[src/rtl/counter_run_controller.sv]
// Command-driven up-counter sequencer: accepts a limit and mode via valid/ready, then counts
// qualified ticks to the limit in one-shot or auto-reload mode with pause and abort.
module counter_run_controller #(
    parameter int unsigned N      = 4,
    parameter int unsigned WRAP_W = 8
) (
    input  logic              clock,
    input  logic              reset,
    input  logic              cmd_valid,
    output logic              cmd_ready,
    input  logic [N-1:0]      cmd_limit,
    input  logic              cmd_reload,
    input  logic              tick,
    input  logic              pause,
    input  logic              abort,
    output logic [N-1:0]      q,
    output logic              busy,
    output logic              done,
    output logic [WRAP_W-1:0] wraps
);

    typedef enum logic [1:0] {StIdle, StRun, StDone} state_e;

    state_e              state_q, state_d;
    logic [N-1:0]        limit_q, limit_d;
    logic                reload_q, reload_d;
    logic [N-1:0]        q_q, q_d;
    logic                done_q, done_d;
    logic [WRAP_W-1:0]   wraps_q, wraps_d;
    logic [N-1:0]        q_inc;
    logic                qual;

    always_ff @(posedge clock) begin
        if (reset) begin
            state_q  <= StIdle;
            limit_q  <= '0;
            reload_q <= 1'b0;
            q_q      <= '0;
            done_q   <= 1'b0;
            wraps_q  <= '0;
        end else begin
            state_q  <= state_d;
            limit_q  <= limit_d;
            reload_q <= reload_d;
            q_q      <= q_d;
            done_q   <= done_d;
            wraps_q  <= wraps_d;
        end
    end

    assign q_inc = q_q + N'(1);
    assign qual  = tick & ~pause & ~abort & (state_q == StRun);

    always_comb begin
        state_d  = state_q;
        limit_d  = limit_q;
        reload_d = reload_q;
        q_d      = q_q;
        done_d   = 1'b0;
        wraps_d  = wraps_q;
        unique case (state_q)
            StIdle: begin
                if (cmd_valid) begin
                    limit_d  = cmd_limit;
                    // A zero limit can never wrap, so it always behaves as one-shot.
                    reload_d = cmd_reload & (cmd_limit != '0);
                    q_d      = '0;
                    wraps_d  = '0;
                    if (cmd_limit == '0) begin
                        state_d = StDone;
                        done_d  = 1'b1;
                    end else begin
                        state_d = StRun;
                    end
                end
            end
            StRun: begin
                if (abort) begin
                    state_d = StIdle;
                    q_d     = '0;
                end else if (qual) begin
                    if (q_q < limit_q) begin
                        q_d = q_inc;
                        if (q_inc == limit_q) begin
                            done_d = 1'b1;
                            if (!reload_q) begin
                                state_d = StDone;
                            end
                        end
                    end else begin
                        q_d = '0;
                        if (wraps_q != '1) begin
                            wraps_d = wraps_q + WRAP_W'(1);
                        end
                    end
                end
            end
            StDone: begin
                state_d = StIdle;
                if (abort) begin
                    q_d = '0;
                end
            end
            default: begin
                state_d = StIdle;
            end
        endcase
    end

    always_comb begin
        cmd_ready = (state_q == StIdle);
        busy      = (state_q != StIdle);
        q         = q_q;
        done      = done_q;
        wraps     = wraps_q;
    end

endmodule
[config.mk]
export PLATFORM = sky130hd
export DESIGN_NAME = counter_run_controller
export DESIGN_NICKNAME = d
export VERILOG_FILES = /design/src/rtl/counter_run_controller.sv
export SDC_FILE = /design/constraint.sdc
export NUM_CORES = 1
export LEC_CHECK = 0
export ABC_AREA = 0
export BUFFER_PORTS_ARGS = -buffer_cell sky130_fd_sc_hd__buf_2
export CAP_MARGIN = 40
export CORE_MARGIN = 5
export CORE_UTILIZATION = 30
export CTS_CLUSTER_SIZE = 25
export DETAILED_ROUTE_END_ITERATION = 16
export GPL_TIMING_DRIVEN = 0
export PLACE_DENSITY = 0.46
export SYNTH_ARGS = -nofsm -noshare
export SYNTH_HDL_FRONTEND = slang
export SYNTH_SLANG_ARGS = --single-unit
[constraint.sdc]
create_clock -name clock -period 2.8 [get_ports clock]
set_clock_uncertainty 0.05 [all_clocks]
set_input_delay 0.28 -clock clock [delete_from_list [all_inputs] [get_ports clock]]
set_output_delay 0.28 -clock clock [all_outputs]
set_load 0.01 [all_outputs]
==> Word-level counts from Yosys, hierarchy flattened <==
Cells that the tools add are included.
{ "totals": {"output_inout_bits": 15, "reg_bits": 20, "inputBits": 11, "elab_cells": 66} }
{ "op_classes": {"addsub": 2, "muxes": 27, "n_bitwise": 6, "reduce_logical": 10, "n_eq_ne": 14, "n_lt_le_gt_ge": 1} }
{ "op_table": {"columns": ["operator", "n"], "rows": [
  ["8-bit two-way mux", 5],
  ["4-bit two-way mux", 5],
  ["8-bit case mux with 2 select lines", 1],
  ["2-bit two-way mux", 7],
  ["4-bit case mux with 3 select lines", 1],
  ["2-bit != test, second input constant", 5],
  ["8-bit by 1-bit adder with 8-bit output, second input constant", 1],
  ["8-bit != test, second input constant", 1],
  ["1-bit two-way mux", 6],
  ["3-bit by 2-bit != test with 1-bit output, second input constant", 2],
  ["3-bit != test, second input constant", 2],
  ["6-bit AND reduction", 1],
  ["5-bit AND reduction", 1],
  ["4-bit by 1-bit adder with 4-bit output, second input constant", 1],
  ["1-bit bitwise AND", 4],
  ["4-bit equality test", 1],
  ["4-bit logical NOT", 1],
  ["4-bit less-than comparator", 1],
  ["2-bit case mux with 2 select lines", 1],
  ["4-bit AND reduction", 1],
  ["2-bit nonzero test", 2],
  ["4-bit nonzero test", 1],
  ["3-bit nonzero test", 1],
  ["2-bit by 1-bit equality test with 1-bit output, second input constant", 1],
  ["other kinds (6)", 7]
]} }

==> Longest topological paths before layout <==
Gate-level depths: netlist of the first run.
{ "logic_depth": {"word_depth": 7, "depth_mapped": 8, "depth_no_buf": 7} }

==> Worst setup path after synthesis of the first run <==
No wires, ideal clock.
{ "synth_timing": {"kind": "register to register", "startpoint": "reg q_q[3] (netlist: q[3])", "endpoint": "reg state_q[0]", "slack_ns": 0.894, "synth_period_minus_slack_ns": 1.906, "setup_time_ns": 0.115, "required_ns": 2.635, "stages_incl_launch_ff": 7, "path_buffers": 1, "arrival_ns": 1.741, "path_cell_list": "dfxtp_1 > ha_1 > a21oi_1 > clkbuf_1 > and4_1 > a21boi_0 > o21a_1"} }
{ "synth_via": {"elab_chain_len": 4, "word_cells_on_any_way": 6, "classes_between": "add/sub (1); order compare (1); eq/ne (3); reduce/logical (1)"} }
{ "synth_rtl": {"columns": ["element", "line", "source"], "rows": [
  ["start, declared", "27", "logic [N-1:0] q_q, q_d;"],
  ["start signal, assigned", "45", "q_q <= q_d;"],
  ["4-bit by 1-bit adder with 4-bit output", "51", "assign q_inc = q_q + N'(1);"],
  ["4-bit equality test", "84", "if (q_inc == limit_q) begin"],
  ["3-bit by 2-bit != test with 1-bit output (no line)", null, null],
  ["5-bit AND reduction (no line) *", null, null],
  ["end signal, assigned", "35", "state_q <= StIdle;"],
  ["end signal, assigned", "42", "state_q <= state_d;"],
  ["end, declared", "24", "state_e state_q, state_d;"]
]} }
Mark *: on every way between the ends. The rest lies on a longest branch, timed or not.
A chain may end at the register's enable or synchronous reset.

==> Worst setup path after layout of the first run <==
{ "layout_timing": {"startpoint": "reg limit_q[3]", "endpoint": "reg q_q[2] (netlist: q[2])"} }
{ "layout_via": {"elab_chain_len": 5} }
{ "layout_rtl": {"columns": ["element", "line", "source"], "rows": [
  ["start, declared", "25", "logic [N-1:0] limit_q, limit_d;"],
  ["start signal, assigned", "43", "limit_q <= limit_d;"],
  ["4-bit less-than comparator", "82", "if (q_q < limit_q) begin"],
  ["4-bit two-way mux", "82", null],
  ["4-bit two-way mux", "81", "end else if (qual) begin"],
  ["4-bit two-way mux", "78", "if (abort) begin"],
  ["4-bit case mux with 3 select lines", "61", "unique case (state_q)"]
]} }
No other way between the ends. The select of a mux whose other input is x is not followed.

==> results of run 1 <==
==> metrics by stage <==
step	instances	worst slack, ns
2_1_floorplan	128	0.894
3_3_place_gp	201	0.667
3_5_place_dp	201	0.655
4_1_cts	204	0.638
5_1_grt	204	0.415
6_report	204	0.645
==> how the worst min path moves through the flow <==
stage | startpoint | end | slack, ns | cells after the start
finish | cmd_reload | reload_q$_SDFFE_PP0P_ | 0.21 | 3
global route | cmd_reload | reload_q$_SDFFE_PP0P_ | 0.21 | 3
CTS | cmd_limit[0] | limit_q[0]$_SDFFE_PP0P_ | 0.22 | 3
detailed placement | limit_q[0]$_SDFFE_PP0P_ | limit_q[0]$_SDFFE_PP0P_ | 0.41 | 2
global placement | limit_q[0]$_SDFFE_PP0P_ | limit_q[0]$_SDFFE_PP0P_ | 0.41 | 2
floorplan | cmd_limit[0] | limit_q[0]$_SDFFE_PP0P_ | 0.37 | 2
==> routing by layer <==
metal	global-route usage [%]	share of wire (%)	vias to the layer above
li1	-	-	510
met1	14.6	51	438
met2	16.2	43	17
met3	2.52	4.5	2
met4	4.38	0.94	0
met5	0	0	-
==> worst max-delay path, delay by kind of cell, from the launching register on <==
family          cells  cell delay, ns
flops               1            0.38
simple gates        2            0.57
buf+inv             2            0.49
fa+ha+maj           1            0.28
compound gates      2            0.33
==> cell usage after synthesis, drive strengths merged (2+ instances only) <==
library cell / number / area share (%)
nor3b: 2 / 2.3
ha: 6 / 6.7
and4: 2 / 1.6
clkbuf: 2 / 0.67
and2: 2 / 1.1
nand2: 12 / 4.0
xor2: 3 / 2.3
a211oi: 2 / 1.3
a2111oi: 4 / 5.3
dfxtp: 20 / 35
o211ai: 2 / 2.6
xnor2: 10 / 7.8
nand3: 6 / 2.7
nor2: 16 / 5.3
a21oi: 8 / 3.5
inv: 9 / 3.0
nand4b: 2 / 1.6
o22ai: 2 / 1.1
nor4: 2 / 1.1
==> power by group through the flow <==
stage	Combinational [mW]	Clock, mW	Sequential (mW)
floorplan	0.0535	0	0.302
global placement	0.0782	0	0.304
detailed placement	0.0790	0	0.304
CTS	0.0794	0.195	0.297
global route	0.0884	0.210	0.298
finish	0.0780	0.189	0.297
==> sequential cells by signal (all words and copies together), names as in the netlist <==
name / cells
wraps: 8
limit_q: 4
q: 4
state_q: 2
done: 1
reload_q: 1
==> cells in the final DEF (no fill, tap or decap), drive strengths merged <==
master	count
nor2	16
mux2	1
nand3	6
nor4	2
nor3	1
o21bai	1
buf	26
o211ai	2
nand2b	1
a221oi	1
nand3b	1
xor2	3
nand4b	2
o21a	1
clkbuf	5
a22oi	1
xnor2	10
and4	2
a211oi	2
a2111oi	4
o22ai	2
nand2	12
inv	9
dfxtp	20
a21o	1
ha	6
a21boi	1
a21oi	8
nor2b	1
nor3b	2
nand4	1
mux2i	1
o2bb2ai	1
and2b	1
and2	2
==> cell type report <==
class / count / area (um2) / share of cell area (%)
plain buffers: 3 / 12.5 / 0.923
clock buffers: 3 / 41.3 / 3.05
inverters: 9 / 33.8 / 2.49
multi-input cells: 96 / 682 / 50.3
flip-flops and latches: 20 / 400 / 29.5
well taps: 48 / 60.1 / 4.43
repair buffers: 25 / 125 / 9.23
==> cell families after synthesis <==
logic type / synth area share, %
flip-flops: 35.5
buffers and inverters: 4.10
AO/OA/AOI/OAI: 18.7
adder cells (fa/ha/maj): 6.65
AND/OR/NAND/NOR: 23.1
XOR/XNOR: 10.1
multiplexers: 1.88
==> metrics, run 1 <==
outcome finished clean; Sw Ratio 26.0%; global-route wire length before repair 4390 um; Critical Path Start limit_q[3]$_SDFFE_PP0P_; HP Class in2reg; yosys synthesis warning count 0; clock root cell clkbuf_8; gr ovfl total 0; Comb pwr share 13.8%; Ports 26; Mapped Area 1130 um2; Tightest Pin Transition 0.748 ns; GRT Resource Usage Total 10.7%; vias in the first global route 968; maximum vdd drop 0.210 mV; Slew HR 50.1%; CTS clk-pin slew, worst paths 0.07 ns; Antenna Cells 0; Cell Int Power 0.418 mW; flop and latch count out of synthesis 20; Final GP Congestion 0.790; wire per inst 12.5 um; Min Hold Slack 0.215 ns; Routed Antenna Nets 0; hold_buf cts 0; Final Hold Violating Endpoints 0; min cycle time layout 2.15 ns; die height 71.3 um; FF-to-FF End q[2]$_SDFFE_PP0P_; Post-CTS Resized 0; RR Startpoint limit_q[3]$_SDFFE_PP0P_; largest net degree at the start of global routing 11; Clock power frac 33.6%; Net Switching 0.147 mW; Die ar. 5090 um2; sequential fraction of design power 52.6%; vias post-DR 967; # nets final 175; CTS max path bufs 2; CP Class reg2reg; asr flop ratio synth 0%; Leakage 0.534 nW; CP Capture Point q[2]$_SDFFE_PP0P_; synth unique cells 37; 1st-pass router iterations 4; slowest stage delay, CP 0.43 ns; CORE AREA 3660 um2; # port buffers 25; EDFF count, synth 0; Critical Path Source Type flip-flop; TritonCTS Buffers 3; final wirelength 2560 um; Initial Util 30.8%; f_max 0.464 GHz; filler instances 399; Area after DPL 1310 um2; final HPWL from detailed placement 2000 um; H-tree levels 1; Post-Synthesis Cells 128; critical path fanouts, max 10; Main synth FF type dfxtp_1; pwr dens 417 nW/um2; Row Count 22; Reg2Reg Depth 7; clk sink count 20; final setup vio count 0; syn nets 145; Post-CTS Setup Inserts 0; CTS tree built; Slowest cell on crit path clkbuf_1; CP arrival 2.31 ns; Final period util 76.9%; CP Cell Sequence inv_1, ha_1, a21oi_1, clkbuf_1, nand4b_1, nor3b_1, a21o_1; required time worst endpoint 2.96 ns; RSZ-0062 raised after global routing false; Area Overhead vs Synth 20.1%; DRC 0; DR iter-0 viols 13; drt via density 4.74; post-route cell area 1360 um2; layout cells sized above 1 23.1%; post-layout util 37.0%; total power draw 0.564 mW; Slew Limit Fails 0; sequential fraction of the synthesis area 35.5%; Clk Latency, worst-skew pair 0.25 ns; Crit. End Element flip-flop; Max-cap violations 0; internal reg-to-reg setup slack 0.65 ns; initial antenna violation count 0; Chip Width 71.3 um; Synth Area per Inst 8.82 um2; setup TNS 0 ns
(Power assumes the default switching activity.)
==> run 2: changes to the inputs <==
==> constraint.sdc (replaced) <==
create_clock -name clock -period 2.1 [get_ports clock]
set_clock_uncertainty 0.05 [all_clocks]
set_input_delay 0.21 -clock clock [delete_from_list [all_inputs] [get_ports clock]]
set_output_delay 0.21 -clock clock [all_outputs]
set_load 0.01 [all_outputs]
==> run 2 against run 1 <==
Against the previous run:
- setup slack got worse by 0.50 ns
- first-iteration DRC count increased by 69%
- sequential power increased by 33%
- largest power group unchanged
- wire length increased by 0.63%
- final cell count increased by 0.98%
- power increased by 34%
- via count increased by 1.6%
- sequential share of layout area decreased by 0.58 points
- core utilization increased by 0.85 points
- maximum frequency increased by 10%
==> metrics, run 2 (synthesized netlist as in run 1, its figures left out) <==
gr ovfl total 0 (unchanged); HP Class in2reg (unchanged); sequential fraction of design power 52.2% (was 52.6%); die height 71.3 um (unchanged); DR iter-0 viols 22 (was 13); CP Class reg2reg (unchanged); GRT Resource Usage Total 10.7% (unchanged); Max-cap violations 0 (unchanged); CTS tree built (unchanged); clk sink count 20 (unchanged); Leakage 0.547 nW (was 0.534 nW); # nets final 177 (was 175); Min Hold Slack 0.143 ns (was 0.215 ns); global-route wire length before repair 4390 um (unchanged); CP dominant cell by count buf_4; CP Cell Sequence ha_1, nor2b_1, o211ai_1, buf_4, nand4b_1, buf_4, o22ai_1 (was inv_1, ha_1, a21oi_1, clkbuf_1, nand4b_1, nor3b_1, a21o_1); internal reg-to-reg setup slack 0.15 ns (was 0.65 ns); final HPWL from detailed placement 2000 um (unchanged); Clock power frac 33.4% (was 33.6%); Initial Util 30.8% (unchanged); Final period util 93.0% (was 76.9%); CORE AREA 3660 um2 (unchanged); slowest stage delay, CP 0.42 ns (was 0.43 ns); CP arrival 2.08 ns (was 2.31 ns); Area Overhead vs Synth 22.8% (was 20.1%); initial antenna violation count 0 (unchanged); critical path fanouts, max 10 (unchanged); Antenna Cells 0 (unchanged); final setup vio count 0 (unchanged); Row Count 22 (unchanged); Crit path max-delay family buffers and inverters (was simple AND/OR/NAND/NOR gates); Comb pwr share 14.3% (was 13.8%); Routed Antenna Nets 0 (unchanged); Clk Latency, worst-skew pair 0.26 ns (was 0.25 ns); Final Hold Violating Endpoints 0 (unchanged); wire per inst 12.5 um (about the same); # port buffers 25 (unchanged); Sw Ratio 26.1% (was 26.0%); Die ar. 5090 um2 (unchanged); most common cell after layout, fill and taps aside buf_2 (unchanged); Final GP Congestion 0.790 (unchanged); DRC 0 (unchanged); Tightest Pin Transition 0.755 ns (was 0.748 ns); pwr dens 547 nW/um2 (was 417 nW/um2); Chip Width 71.3 um (unchanged); vias in the first global route 968 (unchanged); CTS max path bufs 2 (unchanged); most frequent cells in the layout 25 x buf_2, 19 x dfxtp_1, 16 x nor2_1 (was 26 x buf_2, 20 x dfxtp_1, 16 x nor2_1); Slowest cell on crit path dfxtp_1 (was clkbuf_1); largest net degree at the start of global routing 11 (unchanged); total power draw 0.758 mW (was 0.564 mW); Ports 26 (unchanged); min cycle time layout 1.95 ns (was 2.15 ns); clock root cell clkbuf_8 (unchanged); CTS clk-pin slew, worst paths 0.07 ns (about the same); required time worst endpoint 2.23 ns (was 2.96 ns); drt via density 4.77 (was 4.74); final wirelength 2570 um (was 2560 um); Critical Path Source Type flip-flop (unchanged); Net Switching 0.198 mW (was 0.147 mW); H-tree levels 1 (unchanged); Slew HR 49.7% (was 50.1%); TritonCTS Buffers 3 (unchanged); number of flip-flops in the largest register 8 (unchanged); 1st-pass router iterations 2 (was 4); Slew Limit Fails 0 (unchanged); vias post-DR 982 (was 967); Crit. End Element flip-flop (unchanged); outcome finished clean (unchanged); Cell Int Power 0.560 mW (was 0.418 mW); f_max 0.512 GHz (was 0.464 GHz); crit path buf inv count 2 (unchanged); layout cells sized above 1 26.6% (was 23.1%); maximum vdd drop 0.279 mV (was 0.210 mV)
run 2: changes by cell type in the layout (fill, tap and decap cells not counted), sizes merged:
cell,previous run,this run
buf,26,28
run 2: power by group through the flow:
stage	combinational, mW	sequential (mW)	clock (mW)
global placement	0.104	0.405	0
global route	0.122	0.398	0.280
detailed placement	0.105	0.405	0
floorplan	0.0713	0.403	0
finish	0.109	0.396	0.254
CTS	0.106	0.396	0.260
run 2: tightest hold or removal path, stage by stage:
cell and delay [ns]:
buf_2 0.10, nand2_1 0.05, a21oi_1 0.05
run 2: final cells by class:
cell class	count	area (um2)
fillers	394	2270
multi-input cells	96	693
flip-flops and latches	20	402
repair buffers	27	140
well taps	48	60.1
clock buffers	3	41.3
inverters	9	33.8
plain buffers	3	16.3
run 2: worst paths after layout:
kind / from / endpoint / cells after the start
setup / recovery: q[1]$_SDFFE_PP0P_ / done$_SDFF_PP0_ / 7
setup reg to reg: q[1]$_SDFFE_PP0P_ / done$_SDFF_PP0_ / 7
hold reg to reg: limit_q[0]$_SDFFE_PP0P_ / limit_q[0]$_SDFFE_PP0P_ / 2
hold / removal: cmd_limit[1] / limit_q[1]$_SDFFE_PP0P_ / 3
run 2: routing by layer:
| metal | GRT usage [%] | part of all wire [%] | wire (um) | vias to the layer above |
|---|---|---|---|---|
| li1 | - | - | - | 513 |
| met1 | 14.6 | 52 | 1330 | 448 |
| met4 | 4.38 | 1.2 | 32 | 0 |
| met5 | 0 | 0 | 0 | - |
| met3 | 2.52 | 4.1 | 106 | 4 |
| met2 | 16.2 | 43 | 1110 | 17 |
run 2: what timing repair did:
item,CTS,global route
setup endpoints to repair,2,2
pin swaps,0,1
gates resized for setup,1,5
hold buffers,0,0
buffers inserted,0,2
run 2: stage by stage:
step                cells  util (%)  setup TNS [ns]  worst slack, ns  area, um2
floorplan             128         -               0            0.194       1130
global placement      201      35.9         -0.0327          -0.0327       1310
detailed placement    201      35.9         -0.0556          -0.0455       1310
CTS                   204      37.0               0           0.0468       1360
global route          206      37.9        -0.00158         -0.00158       1390
finish                206      37.9               0            0.147       1390
==> run 3: changes to the inputs <==
--- a/config.mk
+++ b/config.mk
@@ -14,6 +14,7 @@
 export DETAILED_ROUTE_END_ITERATION = 16
 export GPL_TIMING_DRIVEN = 0
 export PLACE_DENSITY = 0.46
+export SETUP_SLACK_MARGIN = 0.2
 export SYNTH_ARGS = -nofsm -noshare
 export SYNTH_HDL_FRONTEND = slang
 export SYNTH_SLANG_ARGS = --single-unit
==> run 3 against run 2 <==
Against the previous run:
- final cell count rose by 2.4%
- cell area rose by 9.5%
- wire length rose by 8.1%
- first-iteration DRC count rose by 18%
- register-to-register slack improved by 0.13 ns
- die area did not move
- power rose by 2.8%
- largest cell class unchanged
==> metrics, run 3 (synthesized netlist as in run 1, its figures left out) <==
vias in the first global route 1006 (was 968); Area Overhead vs Synth 34.5% (was 22.8%); Final period util 86.9% (was 93.0%); post-layout util 41.5% (was 37.9%); Die ar. 5090 um2 (unchanged); f_max 0.548 GHz (was 0.512 GHz); TritonCTS Buffers 3 (unchanged); post-route cell area 1520 um2 (was 1390 um2); slowest stage delay, CP 0.37 ns (was 0.42 ns); largest net degree at the start of global routing 11 (unchanged); Critical Path Source Type flip-flop (unchanged); CORE AREA 3660 um2 (unchanged); CP arrival 1.96 ns (was 2.08 ns); 1st-pass router iterations 4 (was 2); most common cell after layout, fill and taps aside buf_2 (unchanged); CTS clk-pin slew, worst paths 0.07 ns (about the same); required time worst endpoint 2.24 ns (was 2.23 ns); Final Hold Violating Endpoints 0 (unchanged); Slew HR 48.0% (was 49.7%); hold_buf cts 0 (unchanged); # port buffers 25 (unchanged); CTS tree built (unchanged); die height 71.3 um (unchanged); most frequent cells in the layout 26 x buf_2, 16 x nor2_1, 15 x dfxtp_1 (was 25 x buf_2, 19 x dfxtp_1, 16 x nor2_1); Area after DPL 1320 um2 (was 1310 um2); initial antenna violation count 0 (unchanged); CP Cell Sequence ha_4, nor2b_1, o211ai_1, buf_4, nand4b_1, buf_4, o2bb2ai_2 (was ha_1, nor2b_1, o211ai_1, buf_4, nand4b_1, buf_4, o22ai_1); CTS max path bufs 2 (unchanged); final HPWL from detailed placement 1990 um (was 2000 um); maximum vdd drop 0.272 mV (was 0.279 mV); Final GP Congestion 0.795 (was 0.790); DRC 0 (unchanged); Routed Antenna Nets 0 (unchanged); drt via density 4.79 (was 4.77); final setup vio count 0 (unchanged); # nets final 182 (was 177); Slowest cell on crit path dfxtp_4 (was dfxtp_1); HP Class in2reg (unchanged); CP dominant cell by count buf_4 (unchanged); clock root cell clkbuf_8 (unchanged); Tightest Pin Transition 0.780 ns (was 0.755 ns); crit path buf inv count 2 (unchanged); Clk Latency, worst-skew pair 0.25 ns (was 0.26 ns); gr ovfl total 0 (unchanged); critical path fanouts, max 5 (was 10); Ports 26 (unchanged); Initial Util 30.8% (unchanged); Crit. End Element flip-flop (unchanged); vias post-DR 1011 (was 982); clk sink count 20 (unchanged); GRT Resource Usage Total 11.3% (was 10.7%); Slew Limit Fails 0 (unchanged); Crit path max-delay family buffers and inverters (unchanged); outcome finished clean (unchanged); CP Class reg2reg (unchanged); final wirelength 2780 um (was 2570 um); setup TNS 0 ns (unchanged); DR iter-0 viols 26 (was 22); number of flip-flops in the largest register 8 (unchanged); RSZ-0062 raised after global routing true; Row Count 22 (unchanged); filler instances 387 (was 394); Leakage 0.588 nW (was 0.547 nW); min cycle time layout 1.83 ns (was 1.95 ns); pwr dens 513 nW/um2 (was 547 nW/um2); wire per inst 13.2 um (was 12.5 um); H-tree levels 1 (unchanged); global-route wire length before repair 4600 um (was 4390 um); Chip Width 71.3 um (unchanged); Max-cap violations 0 (unchanged); Antenna Cells 0 (unchanged); layout cells sized above 1 35.6% (was 26.6%)
## run 3: final cells by class
cell class,instances,area (um2),area share [%]
multi-input combinational,96,773,50.9
sequential,20,409,27.0
timing repair buffer,32,175,11.5
tap,48,60.1,3.96
clock buffer,3,41.3,2.72
inverter,9,33.8,2.23
buffer,3,25.0,1.65
## run 3: stage by stage
step / setup slack [ns] / hold slack, ns / instances / power (mW)
after detailed placement: 0.0445 / 0.408 / 201 / 0.511
after CTS: 0.202 / 0.142 / 208 / 0.776
after global placement: 0.0504 / 0.399 / 201 / 0.509
after global routing: 0.121 / 0.153 / 211 / 0.824
final: 0.274 / 0.139 / 211 / 0.779
after floorplan: 0.259 / 0.296 / 128 / 0.474
## run 3: timing repair
item / in CTS / in global routing
cloned: 1 / 0
pin swaps: 2 / 4
resized for setup: 7 / 16
buffers inserted: 3 / 3
setup endpoints to repair: 11 / 14
## run 3: final timing paths
| check | startpoint | to | slack [ns] | depth (start not counted) |
|---|---|---|---|---|
| max | q[1]$_SDFFE_PP0P_ | q[3]$_SDFFE_PP0P_ | 0.27 | 7 |
| min | cmd_reload | reload_q$_SDFFE_PP0P_ | 0.14 | 3 |
| max reg2reg | q[1]$_SDFFE_PP0P_ | q[3]$_SDFFE_PP0P_ | 0.27 | 7 |
| min reg2reg | limit_q[0]$_SDFFE_PP0P_ | limit_q[0]$_SDFFE_PP0P_ | 0.41 | 2 |
## run 3: worst reg2reg max path: stages, from the launching register on
cell       delay [ns]
dfxtp_4          0.37
ha_4             0.23
nor2b_1          0.12
o211ai_1         0.25
buf_4            0.19
nand4b_1         0.21
buf_4            0.22
o2bb2ai_2        0.12
## run 3: power breakdown
part	switching, mW	total (mW)	internal [mW]
logic	0.0737	0.132	0.0583
clock network	0.125	0.253	0.128
registers	0.00746	0.394	0.387
total	0.206	0.779	0.573
## run 3: layer usage
layer,track usage [%],wire (um),vias to the layer above
li1,-,-,525
met1,15.0,1310,462
met2,16.9,1290,20
met3,2.66,121,4
met4,5.85,51,0
met5,0,0,-
